<file path="src/rtl/button_event_pkg.sv">
`default_nettype none
// ============================================================================
// Package     : button_event_pkg
// Description : Shared types and helpers for the button event generator.
//               Holds the per-channel FSM state encoding and a counter-width
//               helper used to size debounce/hold/repeat counters.
// Revision    : 1.0 - initial release
// ============================================================================
package button_event_pkg;

  // Per-channel event FSM states
  typedef enum logic [1:0] {
    ST_IDLE  = 2'd0,
    ST_PRESS = 2'd1,
    ST_LONG  = 2'd2
  } state_e;

  // Width of a counter that must hold values 0 .. n-1 (never below 1 bit)
  function automatic int cnt_width(input int n);
    return (n <= 2) ? 1 : $clog2(n);
  endfunction

endpackage
`default_nettype wire

</file>
<file path="src/rtl/button_channel.sv">
`default_nettype none
// ============================================================================
// Module      : button_channel
// Description : One button channel: optional polarity inversion, 2-FF
//               synchroniser, debounce counter and a press/long/repeat event
//               FSM with registered one-cycle pulse outputs.
// Ports       : clk, rst           - clock, synchronous active-high reset
//               btn_i              - raw asynchronous button input
//               en_i               - channel enable (0 suppresses all events)
//               rep_en_i           - auto-repeat enable
//               level_o            - debounced pressed level
//               press_o/release_o  - 1-cycle pulses on accepted edges
//               long_o/repeat_o    - 1-cycle long-press and repeat pulses
// Revision    : 1.0 - initial release
// ============================================================================
module button_channel
  import button_event_pkg::*;
#(
  parameter int DEB_CYCLES    = 16,
  parameter int LONG_CYCLES   = 1000,
  parameter int REPEAT_CYCLES = 200,
  parameter bit ACTIVE_LOW    = 1'b0
) (
  input  logic clk,
  input  logic rst,
  input  logic btn_i,
  input  logic en_i,
  input  logic rep_en_i,
  output logic level_o,
  output logic press_o,
  output logic release_o,
  output logic long_o,
  output logic repeat_o
);

  localparam int DEB_W  = cnt_width(DEB_CYCLES);
  localparam int HOLD_W = cnt_width(LONG_CYCLES);
  localparam int REP_W  = cnt_width(REPEAT_CYCLES);

  localparam logic [DEB_W-1:0]  DEB_LAST  = DEB_W'(DEB_CYCLES - 1);
  localparam logic [HOLD_W-1:0] HOLD_LAST = HOLD_W'(LONG_CYCLES - 1);
  localparam logic [REP_W-1:0]  REP_LAST  = REP_W'(REPEAT_CYCLES - 1);

  logic              w_btn;
  logic              sync1_q;
  logic              sync2_q;
  logic              stable_q;
  logic [DEB_W-1:0]  deb_cnt_q;
  logic              level_q;
  state_e            state_q;
  logic [HOLD_W-1:0] hold_cnt_q;
  logic [REP_W-1:0]  rep_cnt_q;
  logic              press_q;
  logic              release_q;
  logic              long_q;
  logic              repeat_q;
  logic              w_rise;
  logic              w_fall;

  assign w_btn = ACTIVE_LOW ? ~btn_i : btn_i;

  // Synchroniser and debounce. level_q is stable_q delayed by one cycle, so
  // it doubles as the previous-stable value used for edge detection and
  // lines up exactly with the press/release pulses.
  always_ff @(posedge clk) begin
    if (rst) begin
      sync1_q   <= 1'b0;
      sync2_q   <= 1'b0;
      stable_q  <= 1'b0;
      deb_cnt_q <= '0;
      level_q   <= 1'b0;
    end else begin
      sync1_q <= w_btn;
      sync2_q <= sync1_q;
      level_q <= stable_q;
      if (sync2_q != stable_q) begin
        if (deb_cnt_q == DEB_LAST) begin
          stable_q  <= sync2_q;
          deb_cnt_q <= '0;
        end else begin
          deb_cnt_q <= deb_cnt_q + DEB_W'(1);
        end
      end else begin
        // Any return to the accepted level restarts the qualification.
        deb_cnt_q <= '0;
      end
    end
  end

  assign w_rise = stable_q & ~level_q;
  assign w_fall = ~stable_q & level_q;

  // Event FSM. A release is tested before any terminal count so it wins
  // when both happen on the same edge.
  always_ff @(posedge clk) begin
    if (rst) begin
      state_q    <= ST_IDLE;
      hold_cnt_q <= '0;
      rep_cnt_q  <= '0;
      press_q    <= 1'b0;
      release_q  <= 1'b0;
      long_q     <= 1'b0;
      repeat_q   <= 1'b0;
    end else begin
      press_q   <= 1'b0;
      release_q <= 1'b0;
      long_q    <= 1'b0;
      repeat_q  <= 1'b0;
      if (!en_i) begin
        state_q    <= ST_IDLE;
        hold_cnt_q <= '0;
        rep_cnt_q  <= '0;
      end else begin
        case (state_q)
          ST_IDLE: begin
            // Only a fresh rise counts; enabling with the button already
            // down does not produce a press.
            if (w_rise) begin
              press_q    <= 1'b1;
              hold_cnt_q <= '0;
              state_q    <= ST_PRESS;
            end
          end
          ST_PRESS: begin
            if (w_fall) begin
              release_q <= 1'b1;
              state_q   <= ST_IDLE;
            end else if (hold_cnt_q == HOLD_LAST) begin
              long_q    <= 1'b1;
              rep_cnt_q <= '0;
              state_q   <= ST_LONG;
            end else begin
              hold_cnt_q <= hold_cnt_q + HOLD_W'(1);
            end
          end
          ST_LONG: begin
            if (w_fall) begin
              release_q <= 1'b1;
              state_q   <= ST_IDLE;
            end else if (!rep_en_i) begin
              rep_cnt_q <= '0;
            end else if (rep_cnt_q == REP_LAST) begin
              repeat_q  <= 1'b1;
              rep_cnt_q <= '0;
            end else begin
              rep_cnt_q <= rep_cnt_q + REP_W'(1);
            end
          end
          default: begin
            state_q <= ST_IDLE;
          end
        endcase
      end
    end
  end

  assign level_o   = level_q;
  assign press_o   = press_q;
  assign release_o = release_q;
  assign long_o    = long_q;
  assign repeat_o  = repeat_q;

endmodule
`default_nettype wire

</file>
<file path="src/rtl/button_event_gen.sv">
`default_nettype none
// ============================================================================
// Module      : button_event_gen
// Description : N-channel button event generator. Each channel independently
//               synchronises, debounces and decodes its button into press,
//               release, long-press and auto-repeat pulses plus a clean level.
// Ports       : clk, rst   - clock, synchronous active-high reset
//               btn_i      - raw button inputs [N_CH]
//               en_i       - per-channel enables [N_CH]
//               rep_en_i   - global auto-repeat enable
//               level_o    - debounced pressed levels [N_CH]
//               press_o, release_o, long_o, repeat_o - event pulses [N_CH]
// Revision    : 1.0 - initial release
// ============================================================================
module button_event_gen
  import button_event_pkg::*;
#(
  parameter int N_CH          = 4,
  parameter int DEB_CYCLES    = 16,
  parameter int LONG_CYCLES   = 1000,
  parameter int REPEAT_CYCLES = 200,
  parameter bit ACTIVE_LOW    = 1'b0
) (
  input  logic            clk,
  input  logic            rst,
  input  logic [N_CH-1:0] btn_i,
  input  logic [N_CH-1:0] en_i,
  input  logic            rep_en_i,
  output logic [N_CH-1:0] level_o,
  output logic [N_CH-1:0] press_o,
  output logic [N_CH-1:0] release_o,
  output logic [N_CH-1:0] long_o,
  output logic [N_CH-1:0] repeat_o
);

  for (genvar i = 0; i < N_CH; i++) begin : g_ch
    button_channel #(
      .DEB_CYCLES    (DEB_CYCLES),
      .LONG_CYCLES   (LONG_CYCLES),
      .REPEAT_CYCLES (REPEAT_CYCLES),
      .ACTIVE_LOW    (ACTIVE_LOW)
    ) u_ch (
      .clk       (clk),
      .rst       (rst),
      .btn_i     (btn_i[i]),
      .en_i      (en_i[i]),
      .rep_en_i  (rep_en_i),
      .level_o   (level_o[i]),
      .press_o   (press_o[i]),
      .release_o (release_o[i]),
      .long_o    (long_o[i]),
      .repeat_o  (repeat_o[i])
    );
  end

endmodule
`default_nettype wire

</file>
<file path="config.mk">
export PLATFORM = sky130hd
export DESIGN_NAME = button_event_gen
export DESIGN_NICKNAME = d
export VERILOG_FILES = /design/src/rtl/button_event_pkg.sv /design/src/rtl/button_channel.sv /design/src/rtl/button_event_gen.sv
export SDC_FILE = /design/constraint.sdc
export NUM_CORES = 1
export LEC_CHECK = 0
export ABC_AREA = 1
export CAP_MARGIN = 20
export CORE_ASPECT_RATIO = 0.7
export CORE_MARGIN = 5
export CORE_UTILIZATION = 55
export DETAILED_ROUTE_END_ITERATION = 16
export GPL_TIMING_DRIVEN = 0
export PLACE_DENSITY = 0.75
export REMOVE_ABC_BUFFERS = 1
export SLEW_MARGIN = 5
export SYNTH_ARGS = -nofsm -noshare
export SYNTH_HDL_FRONTEND = slang
export SYNTH_HIERARCHICAL = 1
export SYNTH_SLANG_ARGS = --single-unit
</file>
<file path="constraint.sdc">
create_clock -name clk -period 1.6 [get_ports clk]
set_input_delay 0.32 -clock clk [delete_from_list [all_inputs] [get_ports clk]]
set_output_delay 0.32 -clock clk [all_outputs]
set_load 0.01 [all_outputs]
</file>
; ---- Word level (Yosys, flattened, before mapping)
; Index checks and enable logic that the tools add are counted.
[word_totals]
output_inout_bits = 20
register_bits = 128
elab_cells = 285
in_bits = 11
[op_classes]
muxes = 76
eq_ne = 52
n_addsub = 12
n_reduce_logical = 56
bitwise_logic = 41
[ops]
columns = cell, count
row1 = 8-bit 2-to-1 mux, 20
row2 = 10-bit 2-to-1 mux, 12
row3 = 10-bit case mux with 2 select lines, 4
row4 = 8-bit case mux with 2 select lines, 4
row5 = 10-bit by 1-bit adder with 10-bit output (second input constant), 4
row6 = 10-bit == test (second input constant), 4
row7 = 3-bit OR reduction, 12
row8 = 1-bit NOT, 33
row9 = 8-bit by 1-bit adder with 8-bit output (second input constant), 4
row10 = 8-bit == test (second input constant), 4
row11 = 2-bit 2-to-1 mux, 16
row12 = 4-bit AND reduction, 8
row13 = 2-bit by 1-bit != test with 1-bit output (second input constant), 12
row14 = 2-bit != test (second input constant), 12
row15 = 2-bit case mux with 3 select lines, 4
row16 = 5-bit OR reduction, 4
row17 = 4-bit by 1-bit adder with 4-bit output (second input constant), 4
row18 = 4-bit == test (second input constant), 4
row19 = 1-bit 2-to-1 mux, 16
row20 = 2-bit nonzero test, 8
row21 = 2-bit OR reduction, 8
row22 = 4-bit OR reduction, 4
row23 = 3-bit by 1-bit != test with 1-bit output (second input constant), 4
row24 = 3-bit AND reduction, 4
row25 = other kinds (6), 28

; ---- Depth between registers and ports, before layout
; Gate-level depths: netlist of run 1.
[depth]
word_depth = 5
ltp_mapped = 10
depth_no_buf = 10

; ---- Cells and area by module
; Netlist of run 1, hierarchy kept.
[modules_own_cells]
columns = module, cells_per_inst, area_per_inst_um2, seq_area_each_um2, n_inst
row1 = button_channel at g_ch[0].u_ch ..., 261, 1751.7, 640.6, 2
row2 = button_channel at g_ch[2].u_ch ..., 250, 1727.9, 640.6, 2

; ---- Worst setup path before layout of run 1
; No wires, ideal clock.
[synth_path]
path_kind = flip-flop to flip-flop
startpoint = register g_ch[2].u_ch.state_q[1]
endpoint = register g_ch[2].u_ch.hold_cnt_q[3]
arrival_time_ns = 1.373
n_path_buf = 0
stages_incl_launch_ff = 11
setup_slack_ns = 0.119
required_ns = 1.491
setup_ns = 0.109
period_less_slack_ns = 1.481
cell_sequence = dfxtp_1 -> inv_1 -> ha_1 -> inv_2 -> nand2_1 -> a21oi_4 -> nand2_4 -> nand2_4 -> o21ai_0 -> nand2_1 -> inv_1
[synth_via]
elab_chain_cells = 3
word_cells_on_any_way = 8
cone_classes = eq/ne (4) / mux (1) / reduce/logical (3)
[synth_lines]
columns = element, line
row1 = "start, declared", button_channel.sv:50  ; state_e state_q;
row2 = "start signal, assigned", button_channel.sv:97  ; state_q <= ST_IDLE;
row3 = "start signal, assigned", button_channel.sv:110  ; state_q <= ST_IDLE;
row4 = "start signal, assigned", button_channel.sv:121  ; state_q <= ST_PRESS;
row5 = 2-bit by 1-bit == test with 1-bit output / 2-bit logical NOT (equally long branches), button_channel.sv:114  ; case (state_q)
row6 = 2-bit != test (no source line) (tied with other cells), -
row7 = 4-bit AND reduction (no source line), -
row8 = "end signal, assigned", button_channel.sv:133  ; hold_cnt_q <= hold_cnt_q + HOLD_W'(1);
row9 = "end, declared", button_channel.sv:51  ; logic [HOLD_W-1:0] hold_cnt_q;
; Several ways; a longest one is shown, not always the timed one.
; A chain may end at the register's enable or synchronous reset.

; ---- Worst setup path in the final report of run 1
[layout_path]
startpoint = register g_ch[1].u_ch.press_q
endpoint = output port press_o[1]
[layout_lines]
columns = element, line
row1 = "start, declared", button_channel.sv:53  ; logic press_q;
row2 = "start signal, assigned", button_channel.sv:100  ; press_q <= 1'b0;
row3 = "start signal, assigned", button_channel.sv:105  ; press_q <= 1'b0;
row4 = "start signal, assigned", button_channel.sv:119  ; press_q <= 1'b1;
row5 = "end, declared", button_event_gen.sv:30  ; output logic [N_CH-1:0] press_o,
; No word-level cell between the ends.

==> run_results.csv, run 1 <==
group,metric,value,unit
synthesis,syn_avg_cell_area,6.809,sq um
routing,drt_first_pass_iters,5,
place,placed_area,7392,sq um
clocking,clk_pin_slew_worst_paths,0.06,ns
routing,ant_nets,0,
routing,wl_met3,575,microns
die,die_w,144.4,microns
synthesis,yosys_register_bits,128,
place,place_inst,1204,
die,die_y,104.1,microns
synthesis,syn_inst,1022,
routing,drtIter0Drc,432,
routing,wl_per_cell,12.00,microns
final_layout,nets,1115,
clocking,hold_buffers,0,
clocking,clkLatencyLatePin,0.41,ns
critical_path,worstPathMaxFanout,1,
global_routing,grt_max_degree,17,
final_layout,insertedDiodeCount,0,
place,dp_slack,-1.070,ns
routing,wl_met2,6953,microns
die,row_count,34,
routing,vias,6341,
run,maxCapViolCount,0,
place,finalWeightedCongestion,0.8589,
clocking,numCtsBuffers,17,
clocking,cts_tree,"built",
timing,tightestPinTransition,0.5671,ns
clocking,htreeDepth,4,
place,portBuffers,30,
critical_path,startpoint_type,"flip-flop",
synthesis,synth-async-reset-ratio,0,%
global_routing,first_global_vias,5795,
routing,wl_met1,7328,microns
die,initial_utilization,56.02,%
power,power.density,858.2,nW/um^2
critical_path,slowest_delay,0.53,ns
routing,routed_wl,15030,microns
timing,finalCritPeriodShare,97.54,%
routing,via_per_inst,5.061,
outcome,status,"completed",
global_routing,track_usage,20.02,%
synthesis,ys_seq_area_share,36.82,%
synthesis,yosysWarnings,6,
timing,setup_ws,0.03931,ns
timing,fmaxAchievable,0.6407,GHz
timing,finalSetupViolations,0,
critical_path,crit_required,1.28,ns
routing,top_layer,"met4",
critical_path,setup.worst_path.class,"flip-flop to output pin",
clocking,clk_path_buf_depth,2,
synthesis,synth_top_flop_cell,"dfxtp_1",
timing,skew,0.009472,ns
critical_path,end_kind,"output pin",
global_routing,grt_pass1_wl,25530,microns
synthesis,synth_cell_type_count,29,
timing,finalHoldViolations,0,
clocking,cts-root-buf,"clkbuf_16",
timing,slew_headroom,62.19,%
power,peakVddDrop,768.9,uV
die,core_area,12420,sq um
timing,min_period,1.561,ns
synthesis,synth-edff-count,0,
timing,final_max_slew_viol_count,0,
die,die_area,15040,sq um
critical_path,cp_slowest_cell,"clkdlybuf4s50_1",
die,io_pins,31,
final_layout,finish.utilization,67.29,%
hold_path,min_path_type,"flip-flop to flip-flop",
critical_path,path_delay_family,"buffers and inverters",
final_layout,fin_cells,1253,
routing,drc,0,
global_routing,antenna_found_initial,0,
timing,rsz0062_at_grt,"true",
global_routing,grt_overflow,0,
clocking,clkSinkCount,128,
power,p_leak,3.730,nW
final_layout,final_area,8359,sq um
final_layout,area_growth,20.12,%
place,dpl.hpwl,10050,microns
synthesis,syn_area,6959,sq um
critical_path,cp_cell_sequence,"clkdlybuf4s50_1",
critical_path,cp.buffers_inverters,1,
critical_path,critical_path_arrival,1.24,ns
final_layout,drive_above_1_share,16.50,%
timing,setup_tns,0,ns
==> through the flow <==
stage	hold slack [ns]	total power, mW
2_1_floorplan	0.3883	3.352
3_3_place_gp	0.3914	3.413
3_5_place_dp	0.3920	3.414
4_1_cts	0.3997	7.254
5_1_grt	0.4138	7.437
6_report	0.3992	7.174
==> power by group <==
part | internal, mW | switching [mW]
Sequential | 3.20 | 0.00600
Combinational | 0.0446 | 0.0958
Clock | 2.48 | 1.35
Total | 5.72 | 1.45
==> tightest hold or removal path, cell delays in order (launching register included) <==
cell,delay (ns)
dfxtp_1,0.29
inv_1,0.04
nor2_1,0.03
==> cell type report <==
class | count | area (sq um)
inverter | 162 | 613.1
timing repair buffer | 46 | 435.4
clock inverter | 5 | 77.57
sequential | 128 | 2584
clock buffer | 25 | 505.5
tap | 162 | 202.7
multi-input combinational | 725 | 3941
fill | 1073 | 4063
==> synth_stat cells (4+ instances only) <==
| cell | number | share of area, % |
|---|---|---|
| nor3_1 | 12 | 0.86 |
| a21oi_4 | 4 | 0.93 |
| o21ai_1 | 24 | 1.7 |
| nand3_2 | 8 | 1.2 |
| inv_2 | 20 | 1.1 |
| nor2_4 | 8 | 1.3 |
| ha_1 | 24 | 4.3 |
| nor2_2 | 4 | 0.36 |
| nand2_1 | 252 | 14 |
| nand2_4 | 10 | 1.6 |
| nand3_1 | 94 | 6.8 |
| buf_6 | 4 | 0.65 |
| inv_1 | 142 | 7.7 |
| nor2_1 | 144 | 7.8 |
| xor2_1 | 8 | 1.0 |
| nand4_4 | 4 | 1.2 |
| nand4_1 | 12 | 1.1 |
| o21ai_2 | 4 | 0.50 |
| o21ai_0 | 22 | 1.6 |
| dfxtp_1 | 128 | 37 |
| nor4_1 | 12 | 1.1 |
| a21oi_1 | 40 | 2.9 |
| a21oi_2 | 8 | 1.0 |
| nand2_2 | 22 | 2.0 |
| xnor2_1 | 4 | 0.50 |
==> cells in the final DEF (no fill, tap or decap), types with 2 or more instances in the layout <==
| cell | count |
|---|---|
| nor2_4 | 8 |
| nor3_1 | 12 |
| nand4_4 | 4 |
| clkbuf_16 | 17 |
| o21ai_0 | 22 |
| dlymetal6s2s_1 | 9 |
| a21oi_1 | 36 |
| clkdlybuf4s50_1 | 13 |
| buf_4 | 16 |
| nand2_1 | 247 |
| nand2_8 | 3 |
| nor4_1 | 12 |
| dfxtp_1 | 113 |
| ha_4 | 7 |
| xnor2_1 | 4 |
| dfxtp_2 | 14 |
| dlygate4sd2_1 | 7 |
| clkinv_2 | 2 |
| o21ai_1 | 24 |
| nor2_2 | 7 |
| ha_1 | 14 |
| nand2_2 | 24 |
| inv_4 | 2 |
| a21oi_2 | 11 |
| bufinv_16 | 2 |
| a21oi_4 | 5 |
| o21ai_2 | 4 |
| clkbuf_1 | 3 |
| xor2_1 | 8 |
| nor2_1 | 141 |
| nand4_1 | 12 |
| o21bai_1 | 2 |
| nand3_1 | 92 |
| ha_2 | 3 |
| nand2_4 | 13 |
| clkbuf_8 | 5 |
| inv_2 | 20 |
| nand3_2 | 10 |
| inv_1 | 140 |
==> registers in the layout, indices dropped and copies added, names as in the netlist <==
name,cells
g_ch.u_ch/deb_cnt_q,16
g_ch.u_ch/hold_cnt_q,40
g_ch.u_ch/level_o,4
g_ch.u_ch/long_o,4
g_ch.u_ch/press_o,4
g_ch.u_ch/release_o,4
g_ch.u_ch/rep_cnt_q,32
g_ch.u_ch/repeat_o,4
g_ch.u_ch/stable_q,4
g_ch.u_ch/state_q,8
g_ch.u_ch/sync1_q,4
g_ch.u_ch/sync2_q,4
==> routing by layer <==
layer  up-vias  global-route usage (%)
li1       3347                       -
met1      2859                   27.71
met2       114                   31.33
met3        21                   4.044
met4         0                   6.192
met5         -                       0
==> cell families (layout without fill, tap and decap cells) <==
| logic type | count (synthesis) | count (layout) | synth area share [%] |
|---|---|---|---|
| simple gates | 582 | 585 | 38.76 |
| buf+inv | 172 | 238 | 9.745 |
| flops | 128 | 128 | 36.82 |
| compound gates | 104 | 104 | 8.846 |
| fa+ha+maj | 24 | 24 | 4.315 |
| xor+xnor | 12 | 12 | 1.510 |
==> worst paths after layout <==
kind | startpoint | to | slack, ns | depth (start not counted)
setup / recovery | g_ch[1].u_ch/press_o | press_o[1] | 0.04 | 1
hold reg to reg | g_ch[0].u_ch/sync1_q | g_ch[0].u_ch/sync2_q | 0.40 | 2
hold / removal | g_ch[0].u_ch/sync1_q | g_ch[0].u_ch/sync2_q | 0.40 | 2
setup reg to reg | g_ch[1].u_ch/state_q[1] | g_ch[1].u_ch/hold_cnt_q[8] | 0.06 | 10
==> timing repair <==
item	in CTS	in global routing
pin swaps	2	16
endpoints found under the setup margin	89	81
hold endpoints to repair	0	0
buffers inserted	6	10
cloned	0	3
gates resized for setup	26	52
Power figures use the tool's default switching activity.
==> run 2: changes to the inputs <==
--- a/config.mk
+++ b/config.mk
@@ -12,7 +12,7 @@
 export CORE_UTILIZATION = 55
 export DETAILED_ROUTE_END_ITERATION = 16
 export GPL_TIMING_DRIVEN = 0
-export PLACE_DENSITY = 0.75
+export PLACE_DENSITY_LB_ADDON = 0.05
 export REMOVE_ABC_BUFFERS = 1
 export SLEW_MARGIN = 5
 export SYNTH_ARGS = -nofsm -noshare
==> run 2 against run 1 <==
Net effect:
- sequential share of layout area rose by 0.085 points
- clock skew barely moved
- critical endpoint is now repeat_o[3]
- global-route usage fell by 0.37 points
- worst hold slack improved by 0.0039 ns
- largest cell class unchanged
- combinational power rose by 6%
- largest power group unchanged
- critical path depth did not move
==> run_results.csv, run 2 (synthesis gave the netlist of run 1 again) <==
group,metric,value,unit
critical_path,setup.worst_path.class,"flip-flop to output pin",
power,peakVddDrop,719.0,uV
critical_path,cp_slowest_cell,"clkdlybuf4s50_1",
power,p_leak,3.703,nW
hold_path,min_path_type,"flip-flop to flip-flop",
final_layout,final_cell_mix,"nand2_1, nor2_1, inv_1, dfxtp_1, nand3_1",
final_layout,final_area,8341,sq um
routing,drt_first_pass_iters,4,
global_routing,grt_pass1_wl,24850,microns
critical_path,slowest_delay,0.53,ns
final_layout,fin_cells,1249,
routing,routed_wl,14710,microns
power,p_sw_share,20.02,%
routing,drc,0,
final_layout,insertedDiodeCount,0,
final_layout,nets,1112,
die,io_pins,31,
power,p_int,5.674,mW
power,power.switching,1.420,mW
clocking,clk_path_buf_depth,2,
clocking,clkLatencyLatePin,0.41,ns
power,combPwrFrac,2.1,%
critical_path,r2r-start,"g_ch[0].u_ch/hold_cnt_q[1]",
timing,min_period,1.553,ns
global_routing,track_usage,19.65,%
critical_path,critical_path_arrival,1.23,ns
die,core_area,12420,sq um
final_layout,fillers,1126,
final_layout,final_common_cell,"nand2_1",
global_routing,grt_overflow,0,
place,placed_area,7392,sq um
clocking,clk_pin_slew_worst_paths,0.05,ns
place,dpl.hpwl,10010,microns
global_routing,first_global_vias,5496,
timing,hold_ws,0.4031,ns
die,initial_utilization,56.02,%
timing,finalCritPeriodShare,97.05,%
critical_path,startpoint_type,"flip-flop",
die,row_count,34,
outcome,status,"completed",
run,maxCapViolCount,0,
place,portBuffers,30,
die,die_w,144.4,microns
critical_path,crit_start,"g_ch[3].u_ch/repeat_o",
critical_path,path_delay_family,"buffers and inverters",
critical_path,reg2reg_setup_slack,0.09,ns
critical_path,worstPathMaxFanout,1,
final_layout,drive_above_1_share,16.65,%
critical_path,reg2reg_to,"g_ch[0].u_ch/rep_cnt_q[1]",
power,power.density,850.5,nW/um^2
critical_path,end_kind,"output pin",
timing,fmaxAchievable,0.6440,GHz
clocking,cts_tree,"built",
timing,finalHoldViolations,0,
clocking,hold_buffers,0,
routing,vias,6201,
routing,via_per_inst,4.965,
routing,ant_nets,0,
final_layout,largest_reg_flops,40,
clocking,clkSinkCount,128,
routing,wl_per_cell,11.77,microns
die,die_area,15040,sq um
final_layout,area_growth,19.85,%
critical_path,rr_worst_depth,8,
power,p_clk_share,52.7,%
routing,drtIter0Drc,374,
critical_path,crit_required,1.28,ns
final_layout,largest_register,"g_ch.u_ch/hold_cnt_q",
critical_path,cp_num_cells,1,
final_layout,reg.largest.list,"g_ch.u_ch/hold_cnt_q: 40 flops, g_ch.u_ch/rep_cnt_q: 32 flops, g_ch.u_ch/deb_cnt_q: 16 flops",
timing,rsz0062_at_grt,"true",
critical_path,cp_cell_sequence,"clkdlybuf4s50_1",
critical_path,cp.buffers_inverters,1,
power,seqPwrFrac,45.2,%
timing,slew_headroom,59.81,%
timing,finalSetupViolations,0,
clocking,cts-root-buf,"clkbuf_16",
timing,tightestPinTransition,0.6029,ns
timing,final_max_slew_viol_count,0,
clocking,numCtsBuffers,17,
timing,skew,0.009419,ns
global_routing,antenna_found_initial,0,
critical_path,cp-endpoint,"repeat_o[3]",
power,total_power,7.094,mW
place,finalWeightedCongestion,0.8760,
global_routing,grt_max_degree,17,
die,die_y,104.1,microns
final_layout,finish.utilization,67.14,%
clocking,htreeDepth,4,
place,place_inst,1204,
-- run 2: changes by cell type in the layout (fill, tap and decap cells not counted), moves of 2 or more --
cell     change
buf_4        -2
ha_1         -2
ha_2         +2
nand2_1      -2
-- run 2: timing repair --
action	CTS	global route
pin swaps	0	17
buffers inserted	2	12
cloned	0	2
endpoints found under the setup margin	100	83
gates resized for setup	25	58
-- run 2: how the worst min path moves through the flow --
stage	start	end	slack, ns	cells past startpoint
6_report	g_ch[2].u_ch/sync1_q	g_ch[2].u_ch/sync2_q	0.40	2
4_1_cts	g_ch[2].u_ch/sync1_q	g_ch[2].u_ch/sync2_q	0.40	2
3_5_place_dp	g_ch[2].u_ch/sync1_q	g_ch[2].u_ch/sync2_q	0.40	2
3_3_place_gp	g_ch[0].u_ch/sync1_q	g_ch[0].u_ch/sync2_q	0.39	2
2_1_floorplan	g_ch[0].u_ch/sync1_q	g_ch[0].u_ch/sync2_q	0.39	2
5_1_grt	g_ch[0].u_ch/sync1_q	g_ch[0].u_ch/sync2_q	0.42	2
-- run 2: routing by layer --
layer / share of wire, % / up-vias / GRT usage (%)
li1: - / 3350 / -
met1: 53 / 2732 / 28.94
met2: 42 / 100 / 28.65
met3: 3.9 / 19 / 3.998
met4: 1.3 / 0 / 6.192
met5: 0 / - / 0
-- run 2: through the flow --
stage          worst slack [ns]  TNS (ns)
3_5_place_dp             -1.122    -78.02
5_1_grt                -0.02076  -0.05951
3_3_place_gp             -1.196    -86.72
4_1_cts                0.002433         0
6_report                0.04713         0
2_1_floorplan            0.1157         0
-- run 2: final cells by class --
class	instances	area [sq um]	share of cell area (%)
well taps	162	202.7	2.430
flip-flops and latches	128	2585	30.99
clock inverters	6	82.58	0.9901
inverters	162	616.8	7.396
repair buffers	44	420.4	5.041
clock buffers	23	488.0	5.851
multi-input cells	724	3945	47.30
-- run 2: power by group through the flow --
stage,clock (mW),sequential (mW),combinational [mW]
floorplan,0,3.27,0.0771
global placement,0,3.28,0.142
detailed placement,0,3.28,0.141
CTS,3.83,3.21,0.144
global route,3.99,3.21,0.166
finish,3.74,3.21,0.149
